File: src/rtl/trigger_debouncer.sv
// Trigger debouncer: a 2-FF synchroniser feeds a stability-count FSM.
// db_out changes only after the synced input has held a new level for
// STABLE_CYCLES consecutive cycles. The block also produces one-cycle
// rise/fall strobes, a busy flag and a saturating count of aborted
// qualifications.
module trigger_debouncer #(
  parameter int STABLE_CYCLES = 16,
  parameter bit RESET_LEVEL   = 1'b0,
  parameter int BCNT_W        = 8
) (
  input  logic              clk,
  input  logic              rst_n,
  input  logic              trig_raw,
  input  logic              bcnt_clr,
  output logic              db_out,
  output logic              rise_pulse,
  output logic              fall_pulse,
  output logic              busy,
  output logic [BCNT_W-1:0] bounce_cnt
);

  localparam int CNT_W = $clog2(STABLE_CYCLES + 1);
  localparam logic [CNT_W-1:0] CNT_LAST = CNT_W'(STABLE_CYCLES - 1);

  typedef enum logic [1:0] {STABLE_LO, WAIT_HI, STABLE_HI, WAIT_LO} state_t;
  localparam state_t RESET_STATE = RESET_LEVEL ? STABLE_HI : STABLE_LO;

  logic              s1_q, s1_d, s2_q, s2_d;
  state_t            state_q, state_d;
  logic [CNT_W-1:0]  cnt_q, cnt_d;
  logic              db_q, db_d;
  logic              rise_q, rise_d, fall_q, fall_d;
  logic              busy_q, busy_d;
  logic [BCNT_W-1:0] bcnt_q, bcnt_d;
  logic              bounce;
  logic              sync;

  assign sync = s2_q;

  // Next-state logic: synchroniser shift, qualification FSM, strobes, bounce counter
  always_comb begin
    s1_d    = trig_raw;
    s2_d    = s1_q;
    state_d = state_q;
    cnt_d   = cnt_q;
    db_d    = db_q;
    rise_d  = 1'b0;
    fall_d  = 1'b0;
    bounce  = 1'b0;
    case (state_q)
      STABLE_LO: begin
        if (sync) begin
          state_d = WAIT_HI;
          cnt_d   = CNT_W'(1);
        end
      end
      WAIT_HI: begin
        if (!sync) begin
          state_d = STABLE_LO;
          cnt_d   = '0;
          bounce  = 1'b1;
        end else if (cnt_q == CNT_LAST) begin
          state_d = STABLE_HI;
          db_d    = 1'b1;
          rise_d  = 1'b1;
          cnt_d   = '0;
        end else begin
          cnt_d = cnt_q + CNT_W'(1);
        end
      end
      STABLE_HI: begin
        if (!sync) begin
          state_d = WAIT_LO;
          cnt_d   = CNT_W'(1);
        end
      end
      WAIT_LO: begin
        if (sync) begin
          state_d = STABLE_HI;
          cnt_d   = '0;
          bounce  = 1'b1;
        end else if (cnt_q == CNT_LAST) begin
          state_d = STABLE_LO;
          db_d    = 1'b0;
          fall_d  = 1'b1;
          cnt_d   = '0;
        end else begin
          cnt_d = cnt_q + CNT_W'(1);
        end
      end
      default: begin
        state_d = RESET_STATE;
        cnt_d   = '0;
      end
    endcase
    busy_d = (state_d == WAIT_HI) || (state_d == WAIT_LO);
    // Clear wins over a coincident bounce; the count sticks at all-ones
    if (bcnt_clr)
      bcnt_d = '0;
    else if (bounce && (bcnt_q != '1))
      bcnt_d = bcnt_q + BCNT_W'(1);
    else
      bcnt_d = bcnt_q;
  end

  // State register; reset lands on the idle level with no strobe pending
  always_ff @(posedge clk or negedge rst_n) begin
    if (!rst_n) begin
      s1_q    <= RESET_LEVEL;
      s2_q    <= RESET_LEVEL;
      state_q <= RESET_STATE;
      cnt_q   <= '0;
      db_q    <= RESET_LEVEL;
      rise_q  <= 1'b0;
      fall_q  <= 1'b0;
      busy_q  <= 1'b0;
      bcnt_q  <= '0;
    end else begin
      s1_q    <= s1_d;
      s2_q    <= s2_d;
      state_q <= state_d;
      cnt_q   <= cnt_d;
      db_q    <= db_d;
      rise_q  <= rise_d;
      fall_q  <= fall_d;
      busy_q  <= busy_d;
      bcnt_q  <= bcnt_d;
    end
  end

  assign db_out     = db_q;
  assign rise_pulse = rise_q;
  assign fall_pulse = fall_q;
  assign busy       = busy_q;
  assign bounce_cnt = bcnt_q;

endmodule

File: config.mk
export PLATFORM = sky130hd
export DESIGN_NAME = trigger_debouncer
export DESIGN_NICKNAME = d
export VERILOG_FILES = /design/src/rtl/trigger_debouncer.sv
export SDC_FILE = /design/constraint.sdc
export NUM_CORES = 1
export LEC_CHECK = 0
export CAP_MARGIN = 30
export CORE_MARGIN = 2
export CORE_UTILIZATION = 54
export DETAILED_ROUTE_END_ITERATION = 12
export GPL_TIMING_DRIVEN = 0
export PLACE_DENSITY_LB_ADDON = 0.1
export RECOVER_POWER = 100
export SYNTH_ARGS = -nofsm -noshare
export SYNTH_HDL_FRONTEND = slang
export SYNTH_SLANG_ARGS = --single-unit
export TNS_END_PERCENT = 20
File: constraint.sdc
create_clock -name clk -period 2.95 [get_ports clk]
set_input_delay 0.295 -clock clk [delete_from_list [all_inputs] [get_ports clk]]
set_output_delay 0.295 -clock clk [all_outputs]
set_load 0.01 [all_outputs]
==> flow_summary_export.csv, run 1 <==
group,metric,value,unit
cells_and_area,antenna_cells,0,
die,core-area,1560,um^2
die,dieArea,2070,um^2
drt,drt-met1-wl,839,um
clocking,clk_pin_slew_worst_paths,0.12,ns
clocking,htreeDepth,1,
logic_synthesis,synth_top_area_share,53.9,%
placed_design,dp_slack,1.24,ns
worst_setup_path,crit_path_end_kind,"flip-flop",
placed_design,port_buffers,14,
logic_synthesis,synth_area_per_cell,11.1,um^2
logic_synthesis,ys_warn_count,0,
clocking,cts_buffers,3,
timing,rsz0062_at_grt,"false",
timing,tightest_slew,0.873,ns
die,start_util,59.6,%
global_route,grt_usage,21.7,%
cells_and_area,final_core_utilization,71.1,%
worst_setup_path,required,3.19,ns
power_and_ir_drop,power_density,506,nW/um^2
hold_path,hold_path.class,"in2reg",
logic_synthesis,synth_fp_nets,90,
logic_synthesis,synth_seq_area_share,53.9,%
logic_synthesis,synth_cell_types,30,
drt,post_drt_via_cell_ratio,5.99,
cells_and_area,nFillCells,112,
placed_design,dp_hpwl,1250,um
die,num_io_pins,16,
clocking,cts.sinks,20,
cells_and_area,layout-drive-gt1-share,6.86,%
logic_synthesis,ys_ff_latch,20,
die,rows,14,
drt,ant_nets,0,
power_and_ir_drop,ir_drop,0.329,mV
clocking,cts_tree,"done",
power_and_ir_drop,leakagePower,0.498,nW
drt,routed-wl-met2,914,um
timing,post-route-period-util,73.7,%
drt,wl_met3,69,um
drt,drt_iter0_drc,7,
global_route,grt_pass1_wl,3050,um
cells_and_area,ff_latch_area,500,um^2
timing,fin_crit,2.17,ns
global_route,grt_max_degree,21,
cells_and_area,postLayoutCellArea,1110,um^2
cells_and_area,multiInputGateArea,377,um^2
outcome,status,"complete, no violations",
clocking,cts_buffer_depth,2,
timing,slew_violations,0,
logic_synthesis,netlist_instances,84,
timing,skew,0.00851,ns
worst_setup_path,cp-start-kind,"flip-flop",
clocking,clock_latency,0.31,ns
worst_setup_path,critical_path_arrival,2.41,ns
drt,vias,707,
die,die_x,45.5,um
logic_synthesis,netlist_area,928,um^2
clocking,post_cts_resized,0,
timing,tns,0,ns
placed_design,finalWeightedCongestion,0.750,
flow_run,max_cap_violations,0,
clocking,post-cts-setup-buffers,0,
drt,top_layer,"met4",
drt,wire_per_inst,15.7,um
worst_setup_path,path_class,"reg2reg",
global_route,grt_pass1_vias,694,
logic_synthesis,yosysTopAreaCell,"dfrtp_1",
cells_and_area,syn2layout_area_growth,19.4,%
worst_setup_path,cp_max_fo,10,
timing,fmaxAchievable,460,MHz
timing,layout_setup_ws,0.775,ns
logic_synthesis,synth.area.top_cells,"dfrtp_1 (54%), xor2_1 (4.7%), o21ai_0 (3.2%)",
cells_and_area,nNetsFinal,109,
timing,slew_headroom,41.6,%
drt,routed_wl,1850,um
timing,setup_viol,0,
placed_design,place_area,1090,um^2
clocking,ctsHoldBuffers,0,
drt,first_pass_iters,5,
global_route,globalRoute.totalOverflow,0,
timing,hold_viol,0,
die,die_h,45.5,um
global_route,antenna_found_initial,0,
clocking,cts_root_buffer,"clkbuf_4",
drt,drc,0,
==> through the flow <==
step                instances  total power, mW  hold slack, ns
finish                    118            0.561           0.354
global route              118            0.577           0.367
CTS                       118            0.567           0.351
detailed placement        114            0.341           0.340
global placement          114            0.339           0.334
floorplan                  84            0.321       -0.000591
==> layout by cell type (no fill, tap or decap), drive strengths merged, types with 2 or more instances in the layout <==
cell and count:
nor3 2, o21a 2, nand3 5, dfrtp 20, o21ai 6, clkbuf 4
xor2 5, inv 3, dlygate4sd3 14, nor2 4, a21oi 5, ha 2
o31ai 2, nand4 2, nand2 7, or3 2, or4 2
==> flip-flops by register name (all words and copies together) (netlist names) <==
name        cells
db_out          1
state_q         1
bounce_cnt      8
busy            1
rise_pulse      1
fall_pulse      1
cnt_q           5
s2_q            1
s1_q            1
==> where the power goes <==
group / internal (mW) / switching, mW
Combinational: 0.0157 / 0.0239
Sequential: 0.283 / 0.00862
Clock: 0.137 / 0.0929
==> cell families after synthesis <==
| family | Yosys count | synth area share (%) |
|---|---|---|
| fa+ha+maj | 2 | 2.69 |
| simple gates | 28 | 16.3 |
| compound gates | 22 | 16.3 |
| mux | 1 | 1.08 |
| flops | 20 | 53.9 |
| buf+inv | 5 | 2.02 |
| xor+xnor | 6 | 7.68 |
==> path summary, 6_finish.rpt <==
check                           depth (start not counted)       endpoint  slack (ns)       start
worst min-delay path                                    2  bounce_cnt[0]        0.35    bcnt_clr
worst min register to register                          0           s2_q        0.37        s1_q
worst max register to register                          4  bounce_cnt[7]        0.78  state_q[1]
min in group asynchronous                               1       cnt_q[2]        0.53       rst_n
worst max-delay path                                    4  bounce_cnt[7]        0.78  state_q[1]
max in group asynchronous                               1  bounce_cnt[1]        1.89       rst_n
==> cells in the mapped netlist <==
| library cell | number |
|---|---|
| dfrtp_1 | 20 |
| nand2_1 | 7 |
| o21ai_0 | 6 |
| a21oi_1 | 5 |
| nand3_1 | 5 |
| xor2_1 | 5 |
| nor2_1 | 4 |
| inv_1 | 3 |
| ha_1 | 2 |
| nand4_1 | 2 |
| nor3_1 | 2 |
| o21a_1 | 2 |
| o31ai_1 | 2 |
| or3_2 | 2 |
| or4_1 | 2 |
| a211o_1 | 1 |
| a211oi_1 | 1 |
| a21boi_0 | 1 |
| a31oi_1 | 1 |
| and4_1 | 1 |
| and4b_1 | 1 |
| buf_1 | 1 |
| clkbuf_1 | 1 |
| mux2i_1 | 1 |
| nor3b_1 | 1 |
| o2111ai_1 | 1 |
| o211ai_4 | 1 |
| o22ai_1 | 1 |
| or2_2 | 1 |
| xnor2_4 | 1 |
==> area by class of cell <==
class / instances / share of cell area, %
Buffer: 2 / 0.677
Clock buffer: 3 / 2.03
Clock inverter: 1 / 2.71
Inverter: 3 / 1.02
Multi-Input combinational cell: 59 / 34.0
Sequential cell: 20 / 45.1
Tap cell: 16 / 1.81
Timing Repair Buffer: 14 / 12.6
==> per-layer routing <==
| metal | GRT usage (%) | up-vias |
|---|---|---|
| li1 | - | 343 |
| met1 | 26.9 | 332 |
| met2 | 34.9 | 30 |
| met3 | 4.37 | 2 |
| met4 | 12.4 | 0 |
| met5 | 0 | - |
==> worst max-delay path, stage by stage, from the launching register on <==
cell      delay, ns
dfrtp_1        0.47
xnor2_1        0.44
o211ai_1       0.44
or4_1          0.59
a21oi_1        0.16
No activity file was read; power rests on OpenSTA's default activity.
==> run 2: changes to the inputs <==
- CORE_UTILIZATION: 54 -> 50
- clock period: 2.95 -> 2.21 ns (I/O delays scaled with it)
==> flow_summary_export.csv, run 2 (synthesized netlist as in run 1, its figures left out) <==
group,metric,value,unit
placed_design,finalWeightedCongestion,0.830,
cells_and_area,final_common_cell,"dfrtp_1",
placed_design,dp_hpwl,1180,um
cells_and_area,layout-drive-gt1-share,8.82,%
worst_setup_path,startpoint,"bounce_cnt[0]",
worst_setup_path,cp_top_family,"simple AND/OR/NAND/NOR gates",
drt,vias,709,
worst_setup_path,max_stage_delay,0.51,ns
cells_and_area,antenna_cells,0,
worst_setup_path,crit_slowest_cell,"or4_1",
worst_setup_path,crit_buf_inv,0,
worst_setup_path,cp-start-kind,"flip-flop",
die,start_util,53.2,%
placed_design,place_area,1100,um^2
cells_and_area,largest_register_ff_count,8,
cells_and_area,stdcell_count,127,
drt,wire_per_inst,13.1,um
drt,drt_iter0_drc,24,
die,rows,15,
cells_and_area,nNetsFinal,109,
timing,fmaxAchievable,581,MHz
global_route,grt_pass1_wl,2730,um
worst_setup_path,required,2.45,ns
timing,slew_headroom,41.4,%
worst_setup_path,reg2reg_depth,5,
global_route,grt_pass1_vias,641,
timing,skew,0.0137,ns
global_route,antenna_found_initial,0,
hold_path,hold_path.class,"in2reg",
drt,first_pass_iters,4,
global_route,grt_max_degree,21,
die,die_x,47.1,um
worst_setup_path,path_class,"reg2reg",
worst_setup_path,critical_path_arrival,1.96,ns
timing,hold_viol,0,
timing,rsz0062_at_grt,"false",
worst_setup_path,cp_max_fo,10,
worst_setup_path,worst-path-stages,5,
cells_and_area,postLayoutCellArea,1140,um^2
worst_setup_path,cp-endpoint,"bounce_cnt[7]",
clocking,cts_buffer_depth,2,
power_and_ir_drop,ir_drop,0.398,mV
timing,setup_viol,0,
power_and_ir_drop,power_density,581,nW/um^2
worst_setup_path,cp_cell_sequence,"ha_1 -> nand3_1 -> o211ai_4 -> or4_1 -> a21oi_1",
clocking,post_cts_resized,0,
die,die_h,47.1,um
global_route,grt_usage,17.5,%
die,num_io_pins,16,
outcome,status,"complete, no violations",
placed_design,port_buffers,14,
timing,holdWs,0.283,ns
clocking,htreeDepth,1,
worst_setup_path,r2r_slack,0.49,ns
clocking,cts_buffers,3,
drt,drc,0,
clocking,cts.sinks,20,
placed_design,dp.cells,123,
drt,post_drt_via_cell_ratio,5.58,
power_and_ir_drop,leakagePower,0.508,nW
worst_setup_path,crit_path_end_kind,"flip-flop",
timing,post-route-period-util,77.9,%
clocking,ctsHoldBuffers,0,
worst_setup_path,worstReg2RegEnd,"bounce_cnt[7]",
drt,ant_nets,0,
hold_path,hold_depth,2,
cells_and_area,syn2layout_area_growth,22.4,%
clocking,cts_root_buffer,"clkbuf_4",
die,dieArea,2220,um^2
clocking,post-cts-setup-buffers,0,
clocking,clk_pin_slew_worst_paths,0.12,ns
timing,slew_violations,0,
flow_run,max_cap_violations,0,
timing,tightest_slew,0.877,ns
timing,tns,0,ns
cells_and_area,final_core_utilization,65.1,%
clocking,clock_latency,0.30,ns
global_route,globalRoute.totalOverflow,0,
drt,routed_wl,1670,um
timing,fin_crit,1.72,ns
worst_setup_path,regToRegStartpoint,"bounce_cnt[0]",
die,core-area,1750,um^2
clocking,cts_tree,"done",
cells_and_area,layout_common_cells,"dfrtp_1 (20), dlygate4sd3_1 (14), nand2_1 (7), o21ai_0 (6)",
-- run 2: cell type report --
cell class | instances | area (um^2)
buffer | 2 | 7.51
tap | 25 | 31.3
multi-input combinational | 59 | 409
timing repair buffer | 14 | 140
fill | 145 | 609
inverter | 3 | 11.3
sequential | 20 | 500
clock buffer | 4 | 36.3
-- run 2: where the power goes --
group	switching (mW)	internal, mW	leakage (nW)
combinational	0.0318	0.0234	0.224
sequential	0.0131	0.377	0.263
clock	0.114	0.100	0.0210
total	0.159	0.501	0.508
-- run 2: per-layer routing --
layer | vias to the layer above | part of all wire [%] | global-route usage, %
met4 | 0 | 0.72 | 7.22
met5 | - | 0 | 0
met2 | 12 | 45 | 26.8
met1 | 349 | 51 | 24.3
met3 | 2 | 3.2 | 3.46
li1 | 346 | - | -
-- run 2: metrics by stage --
| step | power [mW] | worst slack, ns |
|---|---|---|
| finish | 0.660 | 0.489 |
| floorplan | 0.429 | 0.584 |
| global placement | 0.453 | 0.534 |
| detailed placement | 0.456 | 0.501 |
| global route | 0.692 | 0.364 |
| CTS | 0.667 | 0.480 |
-- run 2: how the worst min path moves through the flow --
stage | startpoint | end | slack (ns)
4_1_cts | bcnt_clr | bounce_cnt[2] | 0.28
3_3_place_gp | s1_q | s2_q | 0.33
3_5_place_dp | s1_q | s2_q | 0.34
5_1_grt | bcnt_clr | bounce_cnt[1] | 0.28
2_1_floorplan | rst_n | bounce_cnt[0] | -0.07
6_report | bcnt_clr | bounce_cnt[2] | 0.28
